$ cat src/rtl/inst_mem_responder.sv
// Instruction memory responder: a fetch-side slave with a fixed wait-state latency,
// a misalignment/range error response, branch flush and a program-load write port.
module inst_mem_responder #(
    parameter int DEPTH_WORDS = 64,
    parameter int WAIT_STATES = 2
) (
    input  logic        clk,
    input  logic        rst,
    input  logic        req_valid,
    input  logic [31:0] req_addr,
    output logic        req_ready,
    output logic        resp_valid,
    input  logic        resp_ready,
    output logic [31:0] resp_instruction,
    output logic        resp_error,
    input  logic        flush,
    input  logic        load_en,
    input  logic [31:0] load_addr,
    input  logic [31:0] load_data
);
    localparam int          AW  = $clog2(DEPTH_WORDS);
    localparam logic [31:0] NOP = 32'hE1A00000;
    localparam logic [3:0]  WS  = 4'(WAIT_STATES);

    typedef enum logic [1:0] {S_IDLE, S_WAIT, S_RESP} state_t;

    logic [31:0] mem_q [DEPTH_WORDS];
    state_t      state_q;
    logic [3:0]  cnt_q;
    logic [31:0] addr_q;
    logic        rdy_q;
    logic        resp_valid_q;
    logic        resp_error_q;
    logic [31:0] resp_instr_q;

    logic [31:0] fetch_addr_d;
    logic        fetch_bad_d;
    logic [31:0] fetch_word_d;
    logic        accept;

    function automatic logic addr_bad(input logic [31:0] a);
        return (a[1:0] != 2'b00) || (a[31:AW+2] != '0);
    endfunction

    function automatic logic [AW-1:0] word_idx(input logic [31:0] a);
        return a[AW+1:2];
    endfunction

    // In IDLE the read comes straight from the request so a zero-wait build can respond next cycle.
    always_comb begin
        fetch_addr_d = (state_q == S_IDLE) ? req_addr : addr_q;
        fetch_bad_d  = addr_bad(fetch_addr_d);
        fetch_word_d = fetch_bad_d ? NOP : mem_q[word_idx(fetch_addr_d)];
    end

    assign req_ready        = rdy_q && (state_q == S_IDLE) && !flush && !load_en;
    assign accept           = req_valid && req_ready;
    assign resp_valid       = resp_valid_q;
    assign resp_error       = resp_error_q;
    assign resp_instruction = resp_instr_q;

    always_ff @(posedge clk) begin
        if (load_en && (state_q == S_IDLE) && !addr_bad(load_addr)) begin
            mem_q[word_idx(load_addr)] <= load_data;
        end
    end

    always_ff @(posedge clk or negedge rst) begin
        if (!rst) begin
            state_q      <= S_IDLE;
            cnt_q        <= 4'd0;
            addr_q       <= 32'd0;
            rdy_q        <= 1'b0;
            resp_valid_q <= 1'b0;
            resp_error_q <= 1'b0;
            resp_instr_q <= 32'd0;
        end else begin
            rdy_q <= 1'b1;
            case (state_q)
                S_IDLE: begin
                    if (accept) begin
                        addr_q <= req_addr;
                        if (WS == 4'd0) begin
                            state_q      <= S_RESP;
                            resp_valid_q <= 1'b1;
                            resp_instr_q <= fetch_word_d;
                            resp_error_q <= fetch_bad_d;
                        end else begin
                            state_q <= S_WAIT;
                            cnt_q   <= WS;
                        end
                    end
                end
                S_WAIT: begin
                    if (flush) begin
                        state_q <= S_IDLE;
                        cnt_q   <= 4'd0;
                    end else if (cnt_q == 4'd1) begin
                        // Counter reaches zero on the same edge the response is launched.
                        cnt_q        <= 4'd0;
                        state_q      <= S_RESP;
                        resp_valid_q <= 1'b1;
                        resp_instr_q <= fetch_word_d;
                        resp_error_q <= fetch_bad_d;
                    end else begin
                        cnt_q <= cnt_q - 4'd1;
                    end
                end
                S_RESP: begin
                    if (flush || resp_ready) begin
                        state_q      <= S_IDLE;
                        resp_valid_q <= 1'b0;
                    end
                end
                default: state_q <= S_IDLE;
            endcase
        end
    end
endmodule

$ cat config.mk
export PLATFORM = sky130hd
export DESIGN_NAME = inst_mem_responder
export DESIGN_NICKNAME = d
export VERILOG_FILES = /design/src/rtl/inst_mem_responder.sv
export SDC_FILE = /design/constraint.sdc
export NUM_CORES = 2
export LEC_CHECK = 0
export ABC_AREA = 1
export CAP_MARGIN = 25
export CELL_PAD_IN_SITES_DETAIL_PLACEMENT = 0
export CELL_PAD_IN_SITES_GLOBAL_PLACEMENT = 2
export CORE_MARGIN = 2
export CORE_UTILIZATION = 39
export DETAILED_ROUTE_END_ITERATION = 10
export GPL_TIMING_DRIVEN = 0
export PLACE_DENSITY = 0.83
export RECOVER_POWER = 25
export SYNTH_ARGS = -nofsm -noshare
export SYNTH_HDL_FRONTEND = slang
export SYNTH_SLANG_ARGS = --single-unit
$ cat constraint.sdc
create_clock -name clk -period 3.3 [get_ports clk]
set_clock_uncertainty 0.2 [all_clocks]
set_input_delay 0.99 -clock clk [delete_from_list [all_inputs] [get_ports clk]]
set_output_delay 0.99 -clock clk [all_outputs]
set_load 0.02 [all_outputs]
# Word-level counts from Yosys, hierarchy flattened

Memory sizes are Yosys's and may differ from the RTL's.
Index checks and enable logic that the tools add are counted.

Word-level logic and storage cells: 59
Memory bits (writable): 2048
Register bits: 73
Memories kept: 1
Output and inout bits: 35
Bits of input ports: 102

Memory list:

| memory | words | width | rd ports | clocked after Yosys merged registers in | wr ports | line | source |
|---|---|---|---|---|---|---|---|
| mem_q  | 64    | 32    | 1        | 0                                       | 1        | 27   | `logic [31:0] mem_q [DEPTH_WORDS];` |

Reduce and logical (&&, ||, !) cells: 24
Add/subtract/negate cells: 1
Eq/ne operators: 8
Bitwise operators: 1
Multiplexer cells: 17

Operators with widths:

| operator                                          | number |
|---|---|
| two-way mux 32 bit                                | 2 |
| nonzero test 24 bit                               | 2 |
| two-way mux 4 bit                                 | 3 |
| two-way mux 2 bit                                 | 4 |
| != test 2 bit (second input constant)             | 4 |
| one-hot mux 4 bit (2 select lines)                | 1 |
| nonzero test 2 bit                                | 4 |
| logical AND 1 bit                                 | 6 |
| one-hot mux 2 bit (3 select lines)                | 1 |
| AND reduction 3 bit                               | 2 |
| two-way mux 1 bit                                 | 5 |
| == test 4 x 1 -> 1 bit (second input constant)    | 1 |
| AND reduction 2 bit                               | 2 |
| AND reduction 4 bit                               | 1 |
| subtractor 4 x 1 -> 4 bit (second input constant) | 1 |
| logical NOT 1 bit                                 | 3 |
| logical OR 1 bit                                  | 3 |
| != test 3 bit (second input constant)             | 1 |
| == test 2 x 1 -> 1 bit (second input constant)    | 1 |
| == test 2 bit (second input constant)             | 1 |
| logical NOT 2 bit                                 | 1 |
| one-hot mux 1 bit (2 select lines)                | 1 |
| inverter 1 bit                                    | 1 |

# Longest topological paths before layout

Depth in word-level cells: 7
Depth in mapped cells: 16

# Worst setup path before layout

Ideal clock, no wire load.

Path kind: input -> register
From: input load_addr[1]
To: memory mem_q[11][0], enable pin
Setup slack: -0.686 ns
Stages: 5
Path buffers: 0
Arrival time: 3.365 ns
Path through: nor4b_1 -> nand4_1 -> nor3b_1 -> nand2_1 -> nor2_1

Word-level cells in the longest chain between the ends: 6

Ends and longest elaborated chain:

| what                                    | line | source |
|---|---|---|
| start, declared                         | 18   | `input logic [31:0] load_addr,` |
| nonzero test 2 bit                      | 42   | `return (a[1:0] != 2'b00) \|\| (a[31:AW+2] != '0);` |
| logical OR 1 bit                        | 42   |  |
| logical NOT 1 bit                       | 63   | `if (load_en && (state_q == S_IDLE) && !addr_bad(load_addr)) begin` |
| logical AND 1 bit                       | 63   |  |
| two-way mux 1 bit                       | 63   |  |
| two-way mux 1 bit (not written as such) | 64   | `mem_q[word_idx(load_addr)] <= load_data;` |
| end, declared                           | 27   |  |

No other way between the ends.

# Worst setup path after layout

From: register state_q[0]
To: register resp_instr_q[2] (netlist: resp_instruction[2])

Word-level cells in the longest chain between the ends: 5
Elaborated cells between the ends (all ways): 9
Those cells by class: eq/ne: 1; mux: 2; reduce/logical: 5; memory: 1

Ends and longest elaborated chain:

| what                                                                              | line | source |
|---|---|---|
| start, declared                                                                   | 28   | `state_t state_q;` |
| start signal, assigned                                                            | 70   | `state_q <= S_IDLE;` |
| start signal, assigned                                                            | 84   | `state_q <= S_RESP;` |
| start signal, assigned                                                            | 89   | `state_q <= S_WAIT;` |
| parallel branches: the longest is 5 deep, another holds memory read (64 x 32 bit) | --   |  |
| end signal, assigned                                                              | 86   | `resp_instr_q <= fetch_word_d;` |
| end signal, assigned                                                              | 103  | `resp_instr_q <= fetch_word_d;` |
| end, declared                                                                     | 34   | `logic [31:0] resp_instr_q;` |

Several ways; the timed one is not identified.
A chain may end at the register's enable or synchronous reset.

==> summary.md <==
| Metric | Value |
|---|---|
| Outcome | `complete, but fails checks` |
| Failing checks | `max-capacitance violations, max-slew violations, negative setup slack` |
| Clk Latency, worst-skew pair | `0.88 ns` |
| Cell with the largest stage delay on the worst path | `dfrtp_2` |
| Leakage power summed over all cells | `0.03832 µW` |
| Floorplan die height | `473.9 µm` |
| Overall global routing resource usage | `31.14%` |
| Cell chain of the critical path | `nor2_4, buf_4, nand2_4, nand2_2, buf_8, buf_8, buf_4, nand2_1, nand3_1, nand3_1, nand3_1, nand3_1, nand3_1, nand3_1, nand2_1` |
| Aggregate global routing overflow | `0` |
| Cts bufs inserted | `214` |
| Headroom to the max-slew limit | `-44.72%` |
| Maximum single-stage delay on the critical path | `0.44 ns` |
| Setup repair after global routing missed its margin | `yes` |
| Critical path's most frequent cell | `nand3_1` |
| Top Family by Delay on Critical Path | `simple AND/OR/NAND/NOR gates` |
| Initial core utilization | `39.23%` |
| DIE WIDTH | `473.9 µm` |
| Launch point of the worst reg-to-reg path | `state_q[0]` |
| Detailed placer's ending HPWL | `242600 µm` |
| TritonCTS clock tree | `done` |
| Antenna violations before repair | `30` |
| Core area | `219500 µm²` |
| FF-to-FF setup slack | `-0.09 ns` |
| Pre-CTS worst setup slack | `-2.005 ns` |
| Min setup slack post-route | `-0.08748 ns` |
| Number of remaining DRC errors | `0` |
| Number of maximum-capacitance violations | `25` |
| Cell area after technology mapping | `86110 µm²` |
| Fraction of layout cells with a size suffix above 1 | `14.88%` |
| Count of standard-cell rows | `172` |
| Largest cells by area after synthesis | `edfxtp_1 71%, nand3_1 12%, nand2_1 9.5%` |
| Number of top-level pins | `137` |
| Via count of the first global-routing pass | `59380` |
| Maximum count of clock buffers along a single path | `3` |
| Routed wire length per instance | `32.40 µm` |
| Capture endpoint of the worst hold path | `resp_instruction[7]` |
| Cell area after placement | `94680 µm²` |
| Library cell with the largest summed area after synthesis | `edfxtp_1` |
| Layout-stage area growth over the synthesis result | `20.50%` |
| Worst hold margin | `0.2830 ns` |
| Leading cell types in the layout, fill and taps excluded | `2165 x nand2_1, 2048 x edfxtp_1, 1950 x nand3_1` |
| Worst-path maximum fanout | `10` |
| Detail Route Antenna Nets | `0` |
| Register bit total from synthesis | `2121` |
| Area of all placed cells without fillers | `103800 µm²` |
| Commonest non-fill, non-tap cell in the layout | `nand2_1` |
| Hold violation count in the final report | `0` |
| Kind of path behind the tightest hold check | `reg -> reg` |
| Worst setup EP type | `register` |
| Final setup violation count | `15` |
| Buffers and inverters on the worst path | `4` |
| P per Cell Area | `597.0 nW/µm²` |
| Synthesized net count | `7426` |
| Critical hold path startpoint | `resp_instruction[7]` |
| Via count | `64930` |
| Part of the Yosys area used for sequential elements | `73.54%` |
| Final period utilization | `102.7%` |
| Count of TritonRoute iterations in the first routing pass | `6` |
| Clock sink count | `2121` |
| Detailed Route WL | `356900 µm` |
| Warnings from Yosys | `0` |
| Nets | `8053` |
| Arrival time worst endpoint | `3.99 ns` |
| Buffers on Ports | `136` |
| Highest clock frequency the design can meet | `0.2952 GHz` |
| Largest net degree at the start of global routing | `65` |
| Synthesized area divided by synthesized cell count | `11.76 µm²` |
| Total number of H-tree levels | `4` |
| Number of vias per cell | `5.895` |
| Endpoint of the most critical register-to-register path | `resp_instruction[2]` |
| Setup total negative slack | `-0.5921 ns` |
| DIE AREA | `224600 µm²` |
| Worst Tran Pin Value | `2.171 ns` |
| First-iteration detailed-routing DRC count | `10800` |
| Routability-driven placement congestion ratio | `0.9656` |
| Total design power | `61950 µW` |
| Number of stages on the worst hold path | `2` |
| Count of unique library cells instantiated by Yosys | `30` |
| Post-Synthesis Cells | `7322` |
| Critical path class | `reg -> reg` |
| Category of the worst setup path launch point | `register` |
| R2r worst-path depth | `15` |
| Crit path required time | `3.90 ns` |
| Clock tree root driver cell | `clkbuf_16` |
| Global-route wire length before repair | `480100 µm` |
| Post-layout min period | `3.387 ns` |
| CTS clock-pin slew for the worst setup and hold paths | `0.06 ns` |
| Post-synth top area share | `71.42%` |
| Worst VDD drop | `437.0 µV` |
| Number of max-slew violations in the final report | `1482` |
-- worst max-delay path by stage --
stage | startpoint | endpoint | depth (start not counted)
2_1_floorplan | load_addr[1] | mem_q[11][0] | 5
3_3_place_gp | load_addr[11] | mem_q[21][18] | 6
3_5_place_dp | req_addr[4] | resp_instruction[9] | 12
4_1_cts | load_addr[11] | mem_q[49][25] | 9
5_1_grt | state_q[0] | resp_instruction[2] | 15
6_report | state_q[0] | resp_instruction[2] | 15
-- timing repair --
action                     in CTS  in global routing
pin swaps                      53                  6
hold endpoints to repair       40                  0
setup endpoints to repair    2081               1080
gates resized for setup       303                143
hold buffers                    1                  0
buffers inserted              114                 12
-- power breakdown --
part / internal, µW / switching [µW] / total (µW)
clock: 13500 / 10500 / 24100
combinational: 2080 / 6030 / 8110
sequential: 29700 / 83.4 / 29800
total: 45300 / 16700 / 61900
-- registers in the layout, indices dropped and copies added, names as in the netlist --
signal / cells
addr_q: 32
resp_valid: 1
cnt_q: 4
resp_error: 1
mem_q: 2048
resp_instruction: 32
rdy_q: 1
state_q: 2
-- synthesized netlist by cell type, drive strengths merged --
| cell | count |
|---|---|
| nor2 | 83 |
| buf | 340 |
| nor4 | 11 |
| or2 | 6 |
| inv | 350 |
| o41ai | 1 |
| clkbuf | 116 |
| nand3 | 2044 |
| edfxtp | 2048 |
| conb | 1 |
| nor3 | 7 |
| a21oi | 8 |
| dfrtp | 73 |
| o21ai | 36 |
| ha | 2 |
| o32a | 1 |
| nor3b | 2 |
| nand2 | 2181 |
| o31ai | 3 |
| nand4 | 8 |
| nor4b | 1 |
-- worst min-delay path, delay by kind of cell (launching register included) --
kind	cells	cell delay, ns
and+or+nand+nor	2	0.12
DFF	1	0.34
-- kinds of logic after synthesis --
kind of cell | after synthesis | synth area share (%)
and+or+nand+nor | 4343 | 22.04
DFF | 2121 | 73.54
other | 1 | 0.004355
buffers and inverters | 806 | 4.070
AOI/OAI and AO/OA | 49 | 0.3124
adders and majority gates | 2 | 0.02906
-- metrics by stage --
step	cells	util, %
4_1_cts	10990	47.16
6_report	11010	47.27
5_1_grt	11000	47.26
3_3_place_gp	10330	41.56
3_5_place_dp	10480	43.13
2_1_floorplan	7322	-
-- per-layer routing --
layer / GRT usage (%) / up-vias / wire (µm)
li1: - / 26980 / -
met1: 41.67 / 32250 / 131100
met2: 46.88 / 4813 / 155400
met3: 7.832 / 877 / 47730
met4: 16.14 / 8 / 22580
met5: 0 / - / 47
-- layout make-up --
| type | instances | area (µm²) |
|---|---|---|
| Clock buffer | 279 | 5817 |
| Fill cell | 19330 | 115700 |
| Buffer | 454 | 2736 |
| Inverter | 350 | 1314 |
| Clock inverter | 117 | 983.4 |
| Timing Repair Buffer | 413 | 5518 |
| Tap cell | 2871 | 3592 |
| Antenna cell | 13 | 32.53 |
| Multi-Input combinational cell | 4395 | 20440 |
| Sequential cell | 2121 | 63330 |
Note: power is estimated with default switching activity, not from simulation.
